## src/rtl/imm_decode_queue.sv

```systemverilog
// Instruction queue that decodes the RISC-V immediate/format on entry and presents them at the head.
// Optional macro IMM_DECODE_CSR_ZIMM_EN adds the CSR zero-extended uimm (Z) format.
module imm_decode_queue #(
   parameter int XLEN  = 32,
   parameter int DEPTH = 2
) (
   input  logic            clock,
   input  logic            reset,
   input  logic            in_valid,
   output logic            in_ready,
   input  logic [31:0]     in_instr,
   output logic            out_valid,
   input  logic            out_ready,
   output logic [31:0]     out_instr,
   output logic [XLEN-1:0] out_imm,
   output logic [2:0]      out_fmt,
   output logic            out_illegal
);

   localparam int PW = $clog2(DEPTH);
   localparam logic [PW:0] FULL_COUNT = (PW+1)'(DEPTH);

   typedef enum logic [2:0] {
      FMT_NONE    = 3'd0,
      FMT_I       = 3'd1,
      FMT_S       = 3'd2,
      FMT_B       = 3'd3,
      FMT_U       = 3'd4,
      FMT_J       = 3'd5,
      FMT_Z       = 3'd6,
      FMT_ILLEGAL = 3'd7
   } fmt_e;

   logic [XLEN-1:0] dec_imm;
   fmt_e            dec_fmt;
   logic            dec_illegal;

   logic [31:0]     mem_instr   [DEPTH];
   logic [XLEN-1:0] mem_imm     [DEPTH];
   fmt_e            mem_fmt     [DEPTH];
   logic            mem_illegal [DEPTH];

   logic [PW-1:0]   wr_ptr;
   logic [PW-1:0]   rd_ptr;
   logic [PW:0]     count;
   logic            push;
   logic            pop;

   // Anything not matched below (including low bits != 2'b11) stays illegal with a zero immediate.
   always_comb begin
      dec_imm     = '0;
      dec_fmt     = FMT_ILLEGAL;
      dec_illegal = 1'b1;
      case (in_instr[6:0])
         7'b0010011, 7'b0000011, 7'b1100111, 7'b0001111: begin
            dec_imm     = XLEN'($signed(in_instr[31:20]));
            dec_fmt     = FMT_I;
            dec_illegal = 1'b0;
         end
         7'b1110011: begin
            dec_illegal = 1'b0;
`ifdef IMM_DECODE_CSR_ZIMM_EN
            if (in_instr[14]) begin
               dec_imm = XLEN'(in_instr[19:15]);
               dec_fmt = FMT_Z;
            end else begin
               dec_imm = XLEN'($signed(in_instr[31:20]));
               dec_fmt = FMT_I;
            end
`else
            dec_imm = XLEN'($signed(in_instr[31:20]));
            dec_fmt = FMT_I;
`endif
         end
         7'b0100011: begin
            dec_imm     = XLEN'($signed({in_instr[31:25], in_instr[11:7]}));
            dec_fmt     = FMT_S;
            dec_illegal = 1'b0;
         end
         7'b1100011: begin
            dec_imm     = XLEN'($signed({in_instr[31], in_instr[7], in_instr[30:25],
                                         in_instr[11:8], 1'b0}));
            dec_fmt     = FMT_B;
            dec_illegal = 1'b0;
         end
         7'b0110111, 7'b0010111: begin
            dec_imm     = XLEN'($signed({in_instr[31:12], 12'b0}));
            dec_fmt     = FMT_U;
            dec_illegal = 1'b0;
         end
         7'b1101111: begin
            dec_imm     = XLEN'($signed({in_instr[31], in_instr[19:12], in_instr[20],
                                         in_instr[30:21], 1'b0}));
            dec_fmt     = FMT_J;
            dec_illegal = 1'b0;
         end
         7'b0110011: begin
            dec_fmt     = FMT_NONE;
            dec_illegal = 1'b0;
         end
         7'b0011011: begin
            if (XLEN == 64) begin
               dec_imm     = XLEN'($signed(in_instr[31:20]));
               dec_fmt     = FMT_I;
               dec_illegal = 1'b0;
            end
         end
         7'b0111011: begin
            if (XLEN == 64) begin
               dec_fmt     = FMT_NONE;
               dec_illegal = 1'b0;
            end
         end
         default: begin
         end
      endcase
   end

   assign in_ready  = (count < FULL_COUNT);
   assign out_valid = (count != '0);
   assign push      = in_valid && in_ready;
   assign pop       = out_valid && out_ready;

   // Storage needs no reset: entries are only visible through the pointers and count.
   always_ff @(posedge clock) begin
      if (push && !reset) begin
         mem_instr[wr_ptr]   <= in_instr;
         mem_imm[wr_ptr]     <= dec_imm;
         mem_fmt[wr_ptr]     <= dec_fmt;
         mem_illegal[wr_ptr] <= dec_illegal;
      end
   end

   always_ff @(posedge clock) begin
      if (reset) begin
         wr_ptr <= '0;
         rd_ptr <= '0;
         count  <= '0;
      end else begin
         if (push) wr_ptr <= wr_ptr + PW'(1);
         if (pop)  rd_ptr <= rd_ptr + PW'(1);
         case ({push, pop})
            2'b10:   count <= count + (PW+1)'(1);
            2'b01:   count <= count - (PW+1)'(1);
            default: count <= count;
         endcase
      end
   end

   always_comb begin
      out_instr   = '0;
      out_imm     = '0;
      out_fmt     = 3'd0;
      out_illegal = 1'b0;
      if (out_valid) begin
         out_instr   = mem_instr[rd_ptr];
         out_imm     = mem_imm[rd_ptr];
         out_fmt     = mem_fmt[rd_ptr];
         out_illegal = mem_illegal[rd_ptr];
      end
   end

endmodule
```

## config.mk

```make
export PLATFORM = sky130hd
export DESIGN_NAME = imm_decode_queue
export DESIGN_NICKNAME = d
export VERILOG_FILES = /design/src/rtl/imm_decode_queue.sv
export SDC_FILE = /design/constraint.sdc
export NUM_CORES = 1
export LEC_CHECK = 0
export CORE_MARGIN = 1.5
export CORE_UTILIZATION = 35
export CTS_CLUSTER_SIZE = 12
export DETAILED_ROUTE_END_ITERATION = 10
export GPL_TIMING_DRIVEN = 0
export PLACE_DENSITY = 0.6
export SLEW_MARGIN = 20
export SYNTH_ARGS = -nofsm -noshare
export SYNTH_HDL_FRONTEND = slang
export SYNTH_SLANG_ARGS = --single-unit
```

## constraint.sdc

```tcl
create_clock -name clock -period 6.9 [get_ports clock]
set_input_delay 0.69 -clock clock [delete_from_list [all_inputs] [get_ports clock]]
set_output_delay 0.69 -clock clock [all_outputs]
set_load 0.01 [all_outputs]
```

==> results of run 1 <==
-- cell families (layout without fill, tap and decap cells) --
logic type,after synthesis,count (layout),synth area share
AND/OR/NAND/NOR,116,116,0.0879
flip-flops,141,141,0.701
AO/OA/AOI/OAI,48,48,0.0627
multiplexers,69,69,0.116
XOR/XNOR,5,5,0.00734
adder cells (fa/ha/maj),1,1,0.00210
buffers and inverters,28,181,0.0227
-- flip-flops by register name, indices dropped and copies added (netlist names), named ones only --
| name | count |
|---|---|
| count | 2 |
| wr_ptr | 1 |
| mem_fmt | 6 |
| mem_imm | 64 |
| mem_illegal | 2 |
| mem_instr | 64 |
| rd_ptr | 1 |
-- cell type report --
class                   count  area (µm²)  share of cell area
flip-flops and latches    141        4180               0.522
multi-input cells         239        1660               0.206
repair buffers            121        1180               0.147
clock buffers              17         425              0.0531
well taps                 220         275              0.0343
clock inverters            15         164              0.0204
plain buffers              23         116              0.0145
inverters                   5        18.8             0.00234
-- routing by layer --
layer	up-vias	track usage	part of all wire
li1	1802	-	-
met1	1851	0.209	0.46
met2	118	0.251	0.49
met3	16	0.0388	0.040
met4	0	0.0664	0.017
met5	-	0	0
-- cells in the mapped netlist (all sizes together) --
master	count	area, µm²
nand3	2	10.0
ha	1	12.5
a21boi	2	15.0
o2bb2ai	1	8.76
and4bb	1	12.5
nor2b	2	12.5
o41ai	1	8.76
nor3	5	35.0
o31ai	1	12.5
nor2	80	308
buf	16	90.1
o211ai	1	12.5
a31oi	1	21.3
a32o	1	10.0
o31a	1	8.76
and2	8	50.1
a22o	4	35.0
inv	5	18.8
a211oi	2	20.0
nand2	10	37.5
dfxtp	5	100
nor4	1	6.26
o21ai	5	25.0
xnor2	3	26.3
xor2	2	17.5
a21o	19	143
a21oi	7	38.8
mux2i	69	691
o22ai	1	6.26
or3	2	17.5
and3b	1	8.76
nand2b	1	6.26
nor3b	1	7.51
a2bb2oi	1	8.76
clkbuf	7	26.3
edfxtp	136	4080
and3	2	12.5
-- per-stage QoR --
stage	utilization	cells	setup TNS (ps)	hold WS, ps
floorplan	-	408	0	465
finish	0.482	781	0	517
global route	0.482	781	0	569
detailed placement	0.446	749	0	513
global placement	0.438	733	-354630	482
CTS	0.482	781	0	529
-- worst max-delay path: stages (launching register included) --
cell,delay (ps)
dfxtp_1,330
nor2_1,490
clkbuf_1,440
buf_2,330
nor2_1,120
clkdlybuf4s50_1,490
-- report_power, final --
group / internal, mW / leakage (nW) / switching [mW]
clock network: 0.537 / 0.280 / 0.358
logic: 0.500 / 1.28 / 0.533
registers: 1.04 / 1.30 / 0.0233
-- worst min path at each step --
stage,to,slack [ps],cells after the start
floorplan,count[1],470,2
global placement,count[1],480,2
detailed placement,rd_ptr,510,2
CTS,rd_ptr,530,2
global route,count[1],570,2
finish,rd_ptr,520,2
==> results.md, run 1 <==
- Final setup fails: 0
- Placed cell areas: 7430 µm²
- Initial DRC Count: 349
- R2R setup slack: 4750 ps
- Area Growth Syn to Fin: 34.4%
- Die Ht: between 100 and 150 µm
- Average cell area after synthesis: 14.6 µm²
- Drt first pass iters: 5
- Leak pwr: 2.86 nW
- Placeable Area: approximately 17000 µm²
- Initial Util: 0.358
- WP data arrival: 2610 ps
- H-Tree Depth: 4
- Fill cells: 1444
- VDD IR max: 0.000211 V
- Die ar.: 17800 µm²
- CTS tree: done
- Commonest cells after routing, fill and taps aside: edfxtp_1, clkdlybuf4s50_1, nor2_1
- Grt ovf: 0
- Hpwl dp: 9.63 mm
- Tot Pwr: 2.99 mW
- Max-cap viol count: 0
- Number of unique standard cell types used by synthesis: 46
- Period utilization: 0.479
- IO Count: between 100 and 150
- Layout Nets: about 590
- Setup crit end: out_instr[21]
- Worst slew margin: 0.598
- # rows: 47
- Gpl congestion: 0.831
- DRC: 0
- Critical path required time: 6210 ps
- N_diodes: 0
- Tot GR Track Use: 0.158
- Largest net degree at the start of global routing: 17
- First-pass GRT wire length: 21.0 mm
- CTS buffer count: 17
- Slew Viols, Final: 0
- Die X: between 100 and 150 µm
- Resized cells post-CTS: 0
- RSZ-0062 raised after global routing: false
- Cell Area, Synth: 5960 µm²
- Post-Syn Nets: 445
- Status: finished clean
- Ys Warns: 0
- Fin area: between 8000 and 9000 µm²
- Pre-CTS WS: between 3000 and 4000 ps
- Yosys reg bits: 141
- Setup CP Type: flip-flop to output port
- DR vias: 3787
- R2R Path End: mem_instr[1][25]
- Clk slew on worst S/H paths: 60 ps
- Clk buf depth: 2
- Worst min path class: flip-flop to flip-flop
- Max Fanout on Critical Path: 10
- Clk_skew: 7.86 ps
- Post-CTS Setup Inserts: 0
- Post-Route WL: 13.5 mm
- Final worst setup slack: about 3600 ps
- R2R cell count: 7
- Clock period minus worst slack: 3300 ps
- Avg WL per Cell: 17.3 µm
- Share of cells above drive strength 1: 0.130
- DR vias/cell: 4.85
- I/O Buffers: 105
- CTS sink cnt: around 140
- Mapped Cells: 408
- Slew @ Worst Pin: between 600 and 700 ps
- Routed Antenna Nets: 0
- Vias in the first global route: 3813
- Final hold vios: 0
- Launching element type of the critical path: flip-flop
- Initial antenna violation count: 0
- Pwr Density: around 370 nW/µm²
- CTS Root Cell: clkbuf_16
- Min-Delay Startpoint: rd_ptr
- Clk Latency, worst-skew pair: 420 ps
- Critical path startpoint: count[1]
- Hold_buf cts: 0
- Worst R2R Start: count[1]
- Leading cell type in the layout, fill and taps excluded: edfxtp_1
- Critical Path End Type: output port
- Highest Clock Rate: 303 MHz
- Register area share after synthesis: 0.701
Power figures use the tool's default switching activity.
==> run 2, diff against run 1 <==
clock period = 3.3 ns   (was 6.9 ns; I/O delays follow)
==> results.md, run 2 (synthesis results as in run 1) <==
- Status: finished clean
- First-pass GRT wire length: 21.2 mm (+0.72%)
- Die Ht: 134 µm (unchanged)
- DRT met1 WL: 6.26 mm (+1.9%)
- Largest net degree at the start of global routing: 17 (unchanged)
- Vias in the first global route: 3876 (+1.7%)
- WL met2: 6.55 mm (-0.15%)
- N_diodes: 0 (unchanged)
- # rows: 47 (unchanged)
- DR vias/cell: 4.86 (+0.30%)
- RSZ-0062 raised after global routing: false
- Initial DRC Count: 373 (+6.9%)
- Critical path startpoint: count[1]
- Min-Delay Startpoint: count[1]
- Routed Antenna Nets: 0 (unchanged)
- Leak pwr: 2.84 nW (-0.78%)
- Final Instance Count excl. Fillers: 775 (-0.77%)
- Hpwl dp: 9.54 mm (-0.97%)
- Leading cell type in the layout, fill and taps excluded: edfxtp_1
- Critical Path End Type: output port
- Tot GR Track Use: 0.160 (+0.00120)
- DRC: 0 (unchanged)
- Slowest cell on the critical path: clkdlybuf4s50_1
- Avg WL per Cell: 17.7 µm (+2.4%)
- Top routing layer in use: met4
- WP data arrival: 2560 ps (-50 ps)
- Clk slew on worst S/H paths: 60 ps (about the same)
- Post-Route WL: 13.7 mm (+1.6%)
- Initial Util: 0.358 (unchanged)
- IO Count: 106 (unchanged)
- Drt first pass iters: 4 (-1)
- Worst min path class: flip-flop to flip-flop
- Layout Nets: 579 (-1.0%)
- Net Sw Frac: 0.313 (+0.00665)
- Slew Viols, Final: 0 (unchanged)
- CTS buffer count: 17 (unchanged)
- CTS sink cnt: 141 (unchanged)
- Resized cells post-CTS: 0 (unchanged)
- Clock share of power: 0.293 (-0.007)
- Critical-path cell list: nor2_1, clkbuf_1, buf_2, nor2_1, clkdlybuf4s50_1
- Commonest cells after routing, fill and taps aside: edfxtp_1, clkdlybuf4s50_1, nor2_1
- Fill cells: 1450 (+0.42%)
- Worst R2R Start: count[1]
- Logic pwr share: 0.350 (+0.004)
- Die X: 134 µm (unchanged)
- Max Fanout on Critical Path: 10 (unchanged)
- Clk_skew: 7.93 ps (+0.0717 ps)
- Highest Clock Rate: 346 MHz
- Clk buf depth: 2 (unchanged)
- Post-CTS Setup Inserts: 0 (unchanged)
- Grt ovf: 0 (unchanged)
- Hold_ws: 514 ps (-3.29 ps)
- Period utilization: 0.875
- Placeable Area: 16600 µm² (unchanged)
- Setup CP Type: flip-flop to output port
- Final setup fails: 0 (unchanged)
- Final hold vios: 0 (unchanged)
- Initial antenna violation count: 0 (unchanged)
- DR vias: 3769 (-0.48%)
- Critical path required time: 2970 ps (-3240 ps)
- Biggest regs: mem_imm: 64 flops, mem_instr: 64 flops, mem_fmt: 6 flops
- Switch Pwr: 1.94 mW (+110%)
- Flop pwr share: 0.357 (+0.002)
- Pwr Density: 775 nW/µm² (+110%)
- DP Cell Count: 743 (-0.80%)
- Area Growth Syn to Fin: 34.5% (about the same)
- Clock period minus worst slack: between 2000 and 3000 ps
- VDD IR max: 0.000423 V (+100%)
- Pre-CTS WS: 511 ps (-3480 ps)
- Launching element type of the critical path: flip-flop
- Gpl congestion: 0.803 (-3.4%)
- Slowest stage delay, CP: 490 ps (about the same)
- Most frequent CP cell: nor2_1
- Hold_buf cts: 0 (unchanged)
- Internal power: 4.27 mW (+110%)
- I/O Buffers: 105 (unchanged)
- CTS Root Cell: clkbuf_16
- CTS tree: done
- Worst slew margin: 0.500 (-0.0975)
- Slew @ Worst Pin: 749 ps (+148 ps)
- Clk Latency, worst-skew pair: 420 ps (about the same)
- H-Tree Depth: 4 (unchanged)
- Fin Setup TNS: 0 ps (unchanged)
- Met3 WL post-DR: 656 µm (+22%)
- Fin area: 8020 µm² (about the same)
- Max-cap viol count: 0 (unchanged)
- Die ar.: 17800 µm² (unchanged)
- Final worst setup slack: 414 ps (-3180 ps)
- Placed cell areas: 7460 µm² (+0.42%)
- Share of cells above drive strength 1: 0.119 (-0.0112)
## run 2: changes by cell type in the layout (fill, tap and decap cells not counted), moves of 2 or more
cell / delta
clkinv_4: -2
buf_8: +9
inv_6: +2
buf_4: -14
## run 2: final cells by class
| type | count | area [µm²] | area share |
|---|---|---|---|
| Timing Repair Buffer | 115 | 1200 | 0.149 |
| Multi-Input combinational cell | 239 | 1670 | 0.208 |
| Buffer | 23 | 116 | 0.0145 |
| Clock inverter | 14 | 134 | 0.0167 |
| Inverter | 5 | 18.8 | 0.00234 |
| Clock buffer | 18 | 429 | 0.0535 |
| Sequential cell | 141 | 4180 | 0.522 |
| Tap cell | 220 | 275 | 0.0343 |
## run 2: per-layer routing
layer | vias up | global-route usage
li1 | 1784 | -
met1 | 1846 | 0.210
met2 | 120 | 0.256
met3 | 19 | 0.0361
met4 | 0 | 0.0664
met5 | - | 0
## run 2: metrics by stage
stage                      util  power [mW]
final                     0.482        6.22
after global routing      0.482        6.51
after CTS                 0.482        6.30
after detailed placement  0.448        4.47
after global placement    0.439        4.41
after floorplan               -        3.33
## run 2: critical path, delay by kind of cell, from the launching register on
family | cells | cell delay, ps
DFF | 1 | 330
and+or+nand+nor | 2 | 550
buffers and inverters | 3 | 1250
## run 2: worst paths after layout
check | end | slack [ps] | cells past startpoint
hold / removal | count[1] | 510 | 2
setup / recovery | out_instr[23] | 410 | 5
setup reg to reg | mem_imm[1][30] | 930 | 7
hold reg to reg | count[1] | 510 | 2
## run 2: power groups by stage
stage | combinational (mW) | clock (mW) | sequential, mW
2_1_floorplan | 1.08 | 0 | 2.25
3_3_place_gp | 2.14 | 0 | 2.26
3_5_place_dp | 2.21 | 0 | 2.26
4_1_cts | 2.22 | 1.86 | 2.22
5_1_grt | 2.36 | 1.92 | 2.23
6_report | 2.18 | 1.82 | 2.22
==> run 3, diff against run 2 <==
CORE_UTILIZATION = 50   (was 35)
PLACE_DENSITY = 0.79   (was 0.6)
==> results.md, run 3 (synthesis results as in run 1) <==
- Launching element type of the critical path: flip-flop
- Hold_ws: 500 ps (-14.0 ps)
- N_diodes: 0 (unchanged)
- Resized cells post-CTS: 0 (unchanged)
- Clk Latency, worst-skew pair: 410 ps (about the same)
- Post-CTS Setup Inserts: 0 (unchanged)
- Routed Antenna Nets: 0 (unchanged)
- Crit path buf inv count: 3 (unchanged)
- Initial Util: 0.518 (+0.160)
- Biggest regs: mem_imm: 64 flops, mem_instr: 64 flops, mem_fmt: 6 flops
- R2R cell count: 6 (-1)
- Avg WL per Cell: 18.4 µm (+4.3%)
- Critical Path End Type: output port
- Leak pwr: 2.84 nW (+0.11%)
- Worst slew margin: 0.435 (-0.0652)
- Hold_buf cts: 0 (unchanged)
- CP delay by family, top: buffers and inverters
- Worst min path class: flip-flop to flip-flop
- Tot GR Track Use: 0.211 (+0.0509)
- Period utilization: 0.861 (-0.0140)
- Hpwl dp: 9.09 mm (-4.7%)
- Clk_skew: 12.3 ps (+4.33 ps)
- Placeable Area: 11500 µm² (-31%)
- Largest net degree at the start of global routing: 17 (unchanged)
- Initial DRC Count: 298 (-20%)
- Die X: 112 µm (-16%)
- Failing checks: design-rule violations
- H-Tree Depth: 4 (unchanged)
- Max-cap viol count: 0 (unchanged)
- Grt ovf: 0 (unchanged)
- Clk buf depth: 2 (unchanged)
- I/O Buffers: 105 (unchanged)
- Commonest cells after routing, fill and taps aside: edfxtp_1, clkdlybuf4s50_1, nor2_1
- CTS buffer count: 17 (unchanged)
- IO Count: 106 (unchanged)
- Final setup fails: 0 (unchanged)
- Hold depth: 2 (unchanged)
- Max Fanout on Critical Path: 10 (unchanged)
- Share of cells above drive strength 1: 0.117 (-0.00180)
- Area Growth Syn to Fin: 32.8%
- Slowest stage delay, CP: 490 ps (about the same)
- Die Ht: 112 µm (-16%)
- DR vias: 3822 (+1.4%)
- First-pass GRT wire length: 20.1 mm (-5.1%)
- Slew Viols, Final: 0 (unchanged)
- # rows: 39 (-17%)
- Clock period minus worst slack: 2840 ps (-46.2 ps)
- Gpl congestion: 0.889 (+11%)
- Most frequent CP cell: nor2_1
- Die ar.: 12600 µm² (-29%)
- Final hold vios: 0 (unchanged)
- Levels on crit path: 5 (unchanged)
- CTS Root Cell: clkbuf_16
- Slowest cell on the critical path: clkdlybuf4s50_1
- DRC: 7 (+7)
- Drt first pass iters: 9 (+5)
- Critical path required time: 2970 ps (about the same)
- CTS sink cnt: 141 (unchanged)
- Initial antenna violation count: 0 (unchanged)
- Vias in the first global route: 3837 (-1.0%)
- Highest Clock Rate: 352 MHz (+1.6%)
- WP data arrival: 2510 ps (-50 ps)
- Pwr Density: 780 nW/µm² (+0.61%)
- Slew @ Worst Pin: 845 ps (+95.8 ps)
- VDD IR max: 0.000387 V (-8.6%)
- Layout Nets: 579 (unchanged)
- Leading cell type in the layout, fill and taps excluded: edfxtp_1
- Post-Route WL: 12.9 mm (-6.1%)
- Status: complete, but fails checks
- Tot Pwr: 6.18 mW (-0.64%)
- Clk slew on worst S/H paths: 60 ps (about the same)
- RSZ-0062 raised after global routing: false
- DR vias/cell: 5.48 (+13%)
- Setup CP Type: flip-flop to output port
- Critical-path cell list: nor2_1, clkbuf_1, buf_2, nor2_1, clkdlybuf4s50_1
- CTS tree: done
run 3: cell count changes in the layout (fill, tap and decap cells not counted), sizes merged:
cell      before  now
clkinv         4    9
bufinv         1    2
inv           11    6
clkinvlp       3    2
run 3: layout make-up:
class                           instances  area, µm²
Multi-Input combinational cell        239       1670
Clock inverter                         14        145
Buffer                                 23        116
Clock buffer                           18        429
Tap cell                              143        179
Timing Repair Buffer                  115       1180
Inverter                                5       18.8
Sequential cell                       141       4180
Fill cell                             823       3590
run 3: final timing paths:
check                 from               end  slack (ps)
hold reg to reg   count[1]          count[1]         500
setup reg to reg  count[1]  mem_instr[0][23]        1150
hold / removal    count[1]          count[1]         500
setup / recovery  count[0]     out_instr[23]         460
run 3: report_power, final:
group	leakage (nW)	total, mW	internal [mW]	switching [mW]
logic	1.26	2.13	1.05	1.08
registers	1.30	2.22	2.17	0.0528
clock network	0.275	1.83	1.11	0.715
run 3: stage by stage:
stage               std cells  utilization  TNS (ps)  instance area (µm²)  worst slack, ps
detailed placement        666        0.638         0                 7350              707
floorplan                 408            -         0                 5990              494
finish                    698        0.688         0                 7920              460
CTS                       698        0.688         0                 7920              401
global route              698        0.688         0                 7920              273
global placement          656        0.627    -94320                 7220             -792
run 3: worst register-to-register path, stage by stage, from the launching register on:
cell and delay [ps]:
dfxtp_1 320, inv_1 80, nand2_1 170, nor3_4 700
buf_8 260, buf_6 190, buf_6 170
run 3: per-layer routing:
layer / part of all wire / wire length, µm / GRT usage / vias to the layer above
met1: 0.43 / 5570 / 0.283 / 1871
li1: - / - / - / 1781
met3: 0.059 / 761 / 0.0416 / 16
met5: 0 / 0 / 0 / -
met2: 0.50 / 6380 / 0.346 / 154
met4: 0.012 / 150 / 0.0768 / 0
